--- config.mk ---
export PLATFORM = sky130hd
export DESIGN_NAME = dpram_rd_ctrl
export DESIGN_NICKNAME = d
export VERILOG_FILES = /design/src/rtl/dpram_rd_pkg.sv /design/src/rtl/rd_skid_fifo.sv /design/src/rtl/dpram_rd_ctrl.sv
export SDC_FILE = /design/constraint.sdc
export NUM_CORES = 1
export LEC_CHECK = 0
export ABC_CLOCK_PERIOD_IN_PS = 5200
export BUFFER_PORTS_ARGS = -buffer_cell sky130_fd_sc_hd__buf_2
export CAP_MARGIN = 10
export CORE_AREA = 3 3 167 169
export CTS_CLUSTER_SIZE = 14
export DETAILED_ROUTE_END_ITERATION = 16
export DIE_AREA = 0 0 170 172
export MAX_ROUTING_LAYER = met4
export SETUP_SLACK_MARGIN = 0.05
export SLEW_MARGIN = 10
export SYNTH_ARGS = -nofsm -noshare
export SYNTH_HDL_FRONTEND = slang
export SYNTH_SLANG_ARGS = --single-unit
--- constraint.sdc ---
create_clock -name clkb -period 5.2 [get_ports clkb]
set_clock_uncertainty 0.2 [all_clocks]
set_input_delay 0.26 -clock clkb [delete_from_list [all_inputs] [get_ports clkb]]
set_output_delay 0.26 -clock clkb [all_outputs]
set_load 0.02 [all_outputs]
--- src/rtl/dpram_rd_pkg.sv ---
// Shared types and constants for the frame-RAM read-side controller.
// Holds the default port-B geometry, the FSM state encoding and the skid depth.
// No logic lives here; it is imported by the controller and its skid FIFO.
package dpram_rd_pkg;

  localparam int DEF_ADDR_W = 13;  // 8192 words on port B
  localparam int DEF_DATA_W = 64;  // port-B word width
  localparam int DEF_CNT_W  = 14;  // block length 0..8192
  localparam int FIFO_DEPTH = 2;   // one RAM latency slot plus one back-pressure slot

  typedef enum logic [1:0] {
    IDLE  = 2'd0,
    RUN   = 2'd1,
    FLUSH = 2'd2
  } state_e;

endpackage

--- src/rtl/rd_skid_fifo.sv ---
// 2-entry skid buffer catching port-B read data; head bypasses the write port when empty.
// Latency: a word written this cycle is visible at the head in the same cycle.
// Backpressure: never refuses a write; the caller's credit check keeps it from overflowing.
module rd_skid_fifo
  import dpram_rd_pkg::*;
#(
  parameter int DATA_W = DEF_DATA_W
) (
  input  logic              clkb,
  input  logic              rst_n,
  input  logic              wr_vld_i,
  input  logic [DATA_W-1:0] wr_dat_i,
  input  logic              pop_i,
  output logic [1:0]        cnt_o,
  output logic [DATA_W-1:0] head_o,
  output logic              empty_o
);

  // Depth is fixed at 2, so single-bit pointers toggle between the entries.
  logic [DATA_W-1:0] mem_q [FIFO_DEPTH];
  logic              wr_ptr_q;
  logic              rd_ptr_q;
  logic [1:0]        cnt_q;
  logic              store;
  logic              pop_stored;

  // A word that arrives into an empty buffer and is taken at once is never stored.
  always_comb begin
    store      = wr_vld_i & ~(pop_i & (cnt_q == 2'd0));
    pop_stored = pop_i & (cnt_q != 2'd0);
    head_o     = (cnt_q == 2'd0) ? wr_dat_i : mem_q[rd_ptr_q];
    empty_o    = (cnt_q == 2'd0) & ~wr_vld_i;
    cnt_o      = cnt_q;
  end

  // Storage, pointers and count; reset drops any buffered words.
  always_ff @(posedge clkb or negedge rst_n) begin
    if (!rst_n) begin
      for (int i = 0; i < FIFO_DEPTH; i++) mem_q[i] <= '0;
      wr_ptr_q <= 1'b0;
      rd_ptr_q <= 1'b0;
      cnt_q    <= 2'd0;
    end else begin
      if (store) begin
        mem_q[wr_ptr_q] <= wr_dat_i;
        wr_ptr_q        <= ~wr_ptr_q;
      end
      if (pop_stored) rd_ptr_q <= ~rd_ptr_q;
      cnt_q <= cnt_q + 2'(store) - 2'(pop_stored);
    end
  end

endmodule

--- src/rtl/dpram_rd_ctrl.sv ---
// Streams a block of port-B words from a base address onto a valid/ready output.
// Latency: start at edge 0 -> read issued in cycle 1 -> word valid in cycle 2; done at cycle N+2.
// Backpressure: reads issue only while fewer than 2 words are held or in flight. Build option DPRAM_RD_SWAP_EN reverses bytes.
module dpram_rd_ctrl
  import dpram_rd_pkg::*;
#(
  parameter int ADDR_W = DEF_ADDR_W,
  parameter int DATA_W = DEF_DATA_W,
  parameter int CNT_W  = DEF_CNT_W
) (
  input  logic              clkb,
  input  logic              rst_n,
  input  logic              start,
  input  logic [ADDR_W-1:0] base_addr,
  input  logic [CNT_W-1:0]  word_cnt,
  output logic              busy,
  output logic              done,
  output logic [ADDR_W-1:0] addrb,
  output logic              enb,
  input  logic [DATA_W-1:0] doutb,
  output logic [DATA_W-1:0] m_data,
  output logic              m_valid,
  input  logic              m_ready,
  output logic              m_last
);

  state_e            state_q;
  logic [ADDR_W-1:0] ptr_q;
  logic [ADDR_W-1:0] addrb_q;
  logic [CNT_W-1:0]  issue_left_q, issue_left_d;
  logic [CNT_W-1:0]  accept_left_q, accept_left_d;
  logic              enb_q;
  logic              rd_vld_q;     // port-B data on doutb this cycle
  logic              busy_q;
  logic              done_q;
  logic [1:0]        fifo_cnt;
  logic [DATA_W-1:0] fifo_head;
  logic              fifo_empty;
  logic              pop;
  logic [2:0]        occ;
  logic              issue;
  logic [DATA_W-1:0] head_sw;

  rd_skid_fifo #(.DATA_W(DATA_W)) u_fifo (
    .clkb     (clkb),
    .rst_n    (rst_n),
    .wr_vld_i (rd_vld_q),
    .wr_dat_i (doutb),
    .pop_i    (pop),
    .cnt_o    (fifo_cnt),
    .head_o   (fifo_head),
    .empty_o  (fifo_empty)
  );

  // Credit: stored + arriving + being-issued words after this cycle's pop must leave room.
  always_comb begin
    pop           = m_valid & m_ready;
    occ           = 3'(fifo_cnt) + 3'(rd_vld_q) + 3'(enb_q) - 3'(pop);
    issue         = (state_q == RUN) && (issue_left_q != '0) && (occ < 3'd2);
    issue_left_d  = issue ? issue_left_q - CNT_W'(1) : issue_left_q;
    accept_left_d = pop ? accept_left_q - CNT_W'(1) : accept_left_q;
  end

  // Control FSM with registered read-port and status outputs.
  always_ff @(posedge clkb or negedge rst_n) begin
    if (!rst_n) begin
      state_q       <= IDLE;
      ptr_q         <= '0;
      addrb_q       <= '0;
      issue_left_q  <= '0;
      accept_left_q <= '0;
      enb_q         <= 1'b0;
      rd_vld_q      <= 1'b0;
      busy_q        <= 1'b0;
      done_q        <= 1'b0;
    end else begin
      done_q   <= 1'b0;
      enb_q    <= 1'b0;
      rd_vld_q <= enb_q;
      case (state_q)
        IDLE: begin
          if (start) begin
            if (word_cnt != '0) begin
              state_q       <= RUN;
              busy_q        <= 1'b1;
              enb_q         <= 1'b1;
              addrb_q       <= base_addr;
              ptr_q         <= base_addr + ADDR_W'(1);
              issue_left_q  <= word_cnt - CNT_W'(1);
              accept_left_q <= word_cnt;
            end else begin
              done_q <= 1'b1;
            end
          end
        end
        RUN, FLUSH: begin
          if (issue) begin
            enb_q   <= 1'b1;
            addrb_q <= ptr_q;
            ptr_q   <= ptr_q + ADDR_W'(1);   // wraps modulo 2^ADDR_W
          end
          issue_left_q  <= issue_left_d;
          accept_left_q <= accept_left_d;
          if (state_q == RUN && issue_left_d == '0) state_q <= FLUSH;
          // Last accepted word ends the block; this assignment wins over the one above.
          if (pop && accept_left_q == CNT_W'(1)) begin
            state_q <= IDLE;
            busy_q  <= 1'b0;
            done_q  <= 1'b1;
          end
        end
        default: state_q <= IDLE;
      endcase
    end
  end

  // Optional byte reversal of the head word; timing is unaffected.
  always_comb begin
    head_sw = fifo_head;
`ifdef DPRAM_RD_SWAP_EN
    for (int i = 0; i < DATA_W / 8; i++) head_sw[8*i +: 8] = fifo_head[DATA_W-8-8*i +: 8];
`endif
  end

  // Output stream; data is forced to zero while nothing is valid.
  always_comb begin
    m_valid = ~fifo_empty;
    m_data  = m_valid ? head_sw : '0;
    m_last  = m_valid & (accept_left_q == CNT_W'(1));
    busy    = busy_q;
    done    = done_q;
    addrb   = addrb_q;
    enb     = enb_q;
  end

endmodule

==> results of run 1 <==
power by group:
| part | total [uW] | switching, uW | internal [uW] | leakage, uW |
|---|---|---|---|---|
| clock | 1360 | 664 | 697 | 0.000302 |
| sequential | 2900 | 635 | 2260 | 0.00226 |
| combinational | 4400 | 2530 | 1870 | 0.00316 |
through the flow:
stage | total power (uW) | worst slack [ps] | instance area (um^2)
global route | 9300 | 378 | 13200
finish | 8650 | 679 | 13200
detailed placement | 7300 | 693 | 11800
floorplan | 6030 | 1130 | 10600
global placement | 7200 | 803 | 11800
CTS | 8730 | 698 | 13200
layout by cell type, fill, tap and decap left out, types with 4 or more instances in the layout:
cell type | synthesis | final
inv_1 | 19 | 19
mux2i_1 | 73 | 73
nor4_1 | 5 | 5
xnor2_1 | 9 | 9
nor3_1 | 12 | 12
clkbuf_16 | 0 | 17
clkinv_8 | 0 | 5
nand2b_1 | 5 | 5
a22oi_1 | 4 | 4
ha_1 | 12 | 11
or3_1 | 5 | 5
mux2_2 | 131 | 131
nand3_1 | 90 | 90
dfrtp_1 | 192 | 190
buf_2 | 17 | 175
nor2_1 | 24 | 23
or4_1 | 4 | 4
and3_1 | 6 | 6
a32o_1 | 5 | 5
buf_4 | 0 | 10
xor2_1 | 15 | 15
nor2b_1 | 10 | 9
nor3b_1 | 9 | 9
dlygate4sd3_1 | 0 | 84
o21ai_0 | 95 | 95
nand2_1 | 42 | 41
nand3b_1 | 4 | 4
a21oi_1 | 52 | 52
o21ai_1 | 18 | 18
o22ai_1 | 27 | 27
synthesized netlist by cell type (3+ instances only):
cell        n
dfrtp_1   192
buf_1       9
and2_1      3
nor3b_1     9
nor3_1     12
xnor2_1     9
and3_1      6
nand2b_1    5
nor2b_1    10
xor2_1     15
a21oi_1    52
ha_1       12
a31o_1      3
nor4_1      5
and3b_1     3
a22oi_1     4
mux2i_1    73
nand4_1     3
o21ai_1    18
a32o_1      5
nand2_1    42
o22ai_1    27
clkbuf_1   40
a21o_1      3
mux2_2    131
buf_2      17
or3_1       5
nand3b_1    4
nand3_1    90
o21ai_0    95
a32oi_1     3
or4_1       4
inv_1      19
o31ai_1     3
nor2_1     24
area by class of cell:
type | count | area share (%)
clock buffer | 17 | 3.22
clock inverter | 15 | 1.47
inverter | 19 | 0.539
multi-input combinational | 731 | 41.4
sequential | 192 | 36.3
tap | 341 | 3.22
timing repair buffer | 271 | 13.8
logic make-up (layout without fill, tap and decap cells):
| family | after synthesis | count (layout) | synth area share [%] |
|---|---|---|---|
| adders and majority gates | 13 | 13 | 1.60 |
| muxes | 204 | 204 | 20.8 |
| DFF | 192 | 192 | 45.2 |
| and+or+nand+nor | 249 | 249 | 13.4 |
| buffers and inverters | 87 | 322 | 3.41 |
| AOI/OAI and AO/OA | 240 | 240 | 13.5 |
| xor gates and xnor gates | 25 | 25 | 2.13 |
routing by layer:
metal,wire (um),part of all wire [%]
met1,12700,47
met5,0,0
met4,227,0.85
met3,1370,5.1
met2,12500,47
sequential cells by signal, indices dropped and copies added (netlist names):
| register | cells |
|---|---|
| accept_left_q | 14 |
| busy | 1 |
| state_q | 2 |
| u_fifo.cnt_o | 2 |
| u_fifo.wr_ptr_q | 1 |
| done | 1 |
| u_fifo.rd_ptr_q | 1 |
| rd_vld_q | 1 |
| u_fifo.mem_q | 128 |
| enb | 1 |
| issue_left_q | 14 |
| ptr_q | 13 |
| addrb | 13 |
how the worst max path moves through the flow:
stage,start,to,depth (start not counted)
after floorplan,u_fifo.cnt_o[1]$_DFF_PN0_,state_q[0]$_DFFE_PN0P_,15
after global placement,u_fifo.cnt_o[1]$_DFF_PN0_,accept_left_q[9]$_DFFE_PN0P_,15
after detailed placement,u_fifo.cnt_o[1]$_DFF_PN0_,accept_left_q[9]$_DFFE_PN0P_,15
after CTS,u_fifo.cnt_o[1]$_DFF_PN0_,ptr_q[7]$_DFFE_PN0P_,15
after global routing,u_fifo.cnt_o[1]$_DFF_PN0_,accept_left_q[7]$_DFFE_PN0P_,15
final,u_fifo.cnt_o[1]$_DFF_PN0_,ptr_q[7]$_DFFE_PN0P_,15
critical path, stage by stage, from the launching register on:
cell and delay [ps]:
dfrtp_1 460, or3_1 390, nand2_1 90, inv_1 60
ha_1 270, inv_1 40, ha_1 260, a21o_1 190
fa_1 370, xnor2_1 200, nor3b_4 420, a31oi_1 200
a21oi_1 240, nand2b_1 550, o22ai_1 350, a21oi_1 70
==> qor.yml, run 1 <==
postCtsSetupBuffers: 0
dieArea_mm2: 0.0292
synthDistinctLibCells: 78
yosys_warnings: 0
grt_pass1_vias: 8159
cts_buffers: 17
synth_largest_area_cell: "dfrtp_1"
r2r_slack_ps: 680
nets: 1340
antenna_left: 0
setup.worst_path.class: "flip-flop to flip-flop"
min_to: "accept_left_q[6]$_DFFE_PN0P_"
top_usage_layer: "met2"
drive_above_1_share_pct: 30.3
dpl.cell_count: 1470
cp-start-kind: "flip-flop"
status: "finished clean"
cts_tree: "built"
rsz0062_at_grt: "false"
tns_ps: 0
synth_top_area_share_pct: 45.2
grt_usage_pct: 18.4
grt_max_degree: 98
netlist_area_mm2: 0.0106
synth_seq_area_share_pct: 45.2
worst-path-max-fanout: 21
htreeDepth: 4
syn_area_per_cell_um2: 10.5
min_period_ps: 4520
coreArea_mm2: 0.0267
first_iter_violations: 497
portBuffers: 176
worst_slew_pin_slew_ps: 1180
postCtsHoldBufs: 84
synth_edf_count: 0
grtUsageMet2_pct: 29.8
slew_headroom_pct: 21.4
hold_class: "input pin to flip-flop"
r2r-end: "ptr_q[7]$_DFFE_PN0P_"
setup_viol: 0
synth_ff_type: "dfrtp_1"
vias_per_cell: 5.40
cp_data_required_time_ps: 5270
fmax_mhz: 221
ys_top_cells_by_area: "dfrtp_1 45%, mux2_2 14%, mux2i_1 6.9%"
fp.dieH_um: 172
cp-end-kind: "flip-flop"
clkTransAtPathRegs_ps: 90
grtUsageMet1_pct: 24.4
dp_hpwl_um: 17100
holdWs_ps: 21.8
grtUsageMet3_pct: 3.61
timing.final.max_slew_violations: 0
syn_to_final_growth_pct: 24.5
grt-ovfl-total: 0
rows: 60
routed_wl_um: 26800
io_pins: 177
syn-num-nets: 1118
synth-async-reset-ratio_pct: 100
antenna_cells: 0
r2r_cells: 15
vias: 8565
rr_startpoint: "u_fifo.cnt_o[1]$_DFF_PN0_"
hp-start: "word_cnt[6]"
period_share_pct: 86.9
drt_pre_antenna_iters: 5
initial_core_util_pct: 39.8
clock-root-buffer: "clkbuf_16"
cts_sinks: 192
utilization_pct: 49.5
ir_worst_vdd_mv: 0.309
multiInputGateArea_mm2: 0.00548
ys_seq_elements: 192
cp.arrival_ps: 4590
clock_latency_ps: 430
clockBufferDepth: 2
instances_no_fill: 1586
die_w_um: 170
p_per_area_mw_per_mm2: 654
fillCellCount: 2407
area.sequential_mm2: 0.00481
drc: 0
cap_violations: 0
cts_resized: 0
hold_viol_final: 0
antenna_found_initial: 0
hold_depth: 3
gp_congestion: 0.852
grt_pass1_wl_um: 42500
postSynthCellCount: 1010
power.leakage_uw: 0.00572
wl_per_cell_um: 16.9
Note: power is estimated with default switching activity, not from simulation.
==> run 2: changes to the inputs <==
--- a/config.mk
+++ b/config.mk
@@ -5,7 +5,7 @@
 export SDC_FILE = /design/constraint.sdc
 export NUM_CORES = 1
 export LEC_CHECK = 0
-export ABC_CLOCK_PERIOD_IN_PS = 5200
+export ABC_CLOCK_PERIOD_IN_PS = 5490
 export BUFFER_PORTS_ARGS = -buffer_cell sky130_fd_sc_hd__buf_2
 export CAP_MARGIN = 10
 export CORE_AREA = 3 3 167 169
==> constraint.sdc (replaced) <==
create_clock -name clkb -period 5.49 [get_ports clkb]
set_clock_uncertainty 0.2 [all_clocks]
set_input_delay 0.2745 -clock clkb [delete_from_list [all_inputs] [get_ports clkb]]
set_output_delay 0.2745 -clock clkb [all_outputs]
set_load 0.02 [all_outputs]
==> qor.yml, run 2 (synthesized netlist as in run 1, its figures left out) <==
status: "finished clean"
timing.final.max_slew_violations: 0
hold_class: "input pin to flip-flop"
fmax_mhz: 223
gp_congestion: 0.830
syn_to_final_growth_pct: 24.1
period_share_pct: 81.7
crit_chain: "or3_1, nand2_1, inv_1, ha_1, inv_1, ha_1, a21o_1, fa_1, xnor2_1, nor3b_4, a31oi_1, a21oi_1, nand2b_1, o22ai_1, a21oi_1"
p_per_area_mw_per_mm2: 621
clock_latency_ps: 430
rows: 60
largest_register_ffs: 128
slowest_stage: "nand2b_1"
min_period_ps: 4490
p_int_uw: 4540
first_iter_violations: 578
routed_wl_um: 26700
r2r_slack_ps: 1000
die_w_um: 170
final_cell_mix: "190 x dfrtp_1, 175 x buf_2, 131 x mux2_2"
portBuffers: 176
cp.arrival_ps: 4580
worst-path-max-fanout: 21
p_comb_share_pct: 50.9
hold_viol_final: 0
grt_usage_pct: 18.7
drt_pre_antenna_iters: 5
rsz0062_at_grt: "false"
nets: 1336
hold_depth: 4
drc: 0
hp-start: "base_addr[10]"
grt_pass1_wl_um: 43400
r2r_cells: 15
utilization_pct: 49.4
coreArea_mm2: 0.0267
p_sw_uw: 3660
power.leakage_uw: 0.00570
setup.worst_path.class: "flip-flop to flip-flop"
cts_sinks: 192
slew_headroom_pct: 38.6
clock-root-buffer: "clkbuf_16"
cpPeakStageDelay_ps: 520
p_clk_share_pct: 15.6
cts_buffers: 17
top_register: "u_fifo.mem_q"
dieArea_mm2: 0.0292
grt_pass1_vias: 8407
r2r-end: "accept_left_q[9]$_DFFE_PN0P_"
worst_slew_pin_slew_ps: 921
htreeDepth: 4
postCtsSetupBuffers: 0
vias_per_cell: 5.41
clkTransAtPathRegs_ps: 80
grt_max_degree: 100
dp_hpwl_um: 17300
wl_per_cell_um: 16.9
rr_startpoint: "u_fifo.cnt_o[1]$_DFF_PN0_"
antenna_left: 0
initial_core_util_pct: 39.8
ir_worst_vdd_mv: 0.257
sw_frac_of_total_pct: 44.6
reg_top3: "u_fifo.mem_q x128, accept_left_q x14, issue_left_q x14"
tns_ps: 0
antenna_found_initial: 1
p_seq_share_pct: 33.5
cp-start-kind: "flip-flop"
cts_tree: "built"
fp.dieH_um: 172
cp-end-kind: "flip-flop"
cap_violations: 0
setup_viol: 0
final_common_cell: "dfrtp_1"
drive_above_1_share_pct: 30.5
clockBufferDepth: 2
min_to: "ptr_q[10]$_DFFE_PN0P_"
vias: 8566
grt-ovfl-total: 0
io_pins: 177
cp_data_required_time_ps: 5590
run 2: how the worst max path moves through the flow:
stage                                    from                            to  slack [ps]  cells past startpoint
CTS                 u_fifo.cnt_o[1]$_DFF_PN0_  accept_left_q[9]$_DFFE_PN0P_        1000                     15
global route        u_fifo.cnt_o[1]$_DFF_PN0_  accept_left_q[9]$_DFFE_PN0P_         600                     15
finish              u_fifo.cnt_o[1]$_DFF_PN0_  accept_left_q[9]$_DFFE_PN0P_        1000                     15
detailed placement  u_fifo.cnt_o[1]$_DFF_PN0_  accept_left_q[9]$_DFFE_PN0P_        1010                     15
global placement    u_fifo.cnt_o[1]$_DFF_PN0_  accept_left_q[8]$_DFFE_PN0P_        1150                     15
floorplan           u_fifo.cnt_o[1]$_DFF_PN0_        state_q[0]$_DFFE_PN0P_        1420                     15
run 2: through the flow:
| step | cell area [um^2] | hold slack (ps) | cells | total power (uW) | setup WS, ps |
|---|---|---|---|---|---|
| after floorplan | 10600 | -221 | 1010 | 5710 | 1420 |
| after global placement | 11800 | 204 | 1471 | 6830 | 1150 |
| after detailed placement | 11800 | 210 | 1471 | 6920 | 1010 |
| after CTS | 13200 | 0.100 | 1582 | 8270 | 1000 |
| after global routing | 13200 | 31.1 | 1583 | 8830 | 598 |
| final | 13200 | 23.6 | 1583 | 8200 | 1000 |
run 2: power by group through the flow:
stage	Sequential, uW	Combinational (uW)	Clock [uW]
6_report	2750	4170	1280
5_1_grt	2860	4590	1390
4_1_cts	2740	4210	1320
3_5_place_dp	2770	4150	0
3_3_place_gp	2740	4090	0
2_1_floorplan	2580	3120	0
run 2: metal layers:
layer | share of wire [%] | vias to the layer above | track usage, %
met5 | 0 | - | -
li1 | - | 4168 | -
met2 | 46 | 191 | 29.7
met1 | 48 | 4187 | 25.4
met3 | 4.5 | 20 | 3.61
met4 | 1.1 | 0 | 3.60
run 2: layout make-up:
type | instances | area [um^2]
fillers | 2442 | 13500
multi-input cells | 731 | 5490
flip-flops and latches | 192 | 4810
repair buffers | 267 | 1780
well taps | 341 | 427
clock buffers | 17 | 425
clock inverters | 15 | 188
inverters | 19 | 71.3
diodes | 1 | 2.50
run 2: what timing repair did:
action,in CTS,in global routing
endpoints found under the hold margin,241,0
setup endpoints to repair,0,0
hold buffers,79,0
resized for setup,0,0
run 2: worst max-delay path, delay by kind of cell, from the launching register on:
family                     cells  cell delay [ps]
adders and majority gates      3              890
xor gates and xnor gates       1              200
DFF                            1              470
buffers and inverters          2              100
and+or+nand+nor                4             1450
AOI/OAI and AO/OA              5             1030
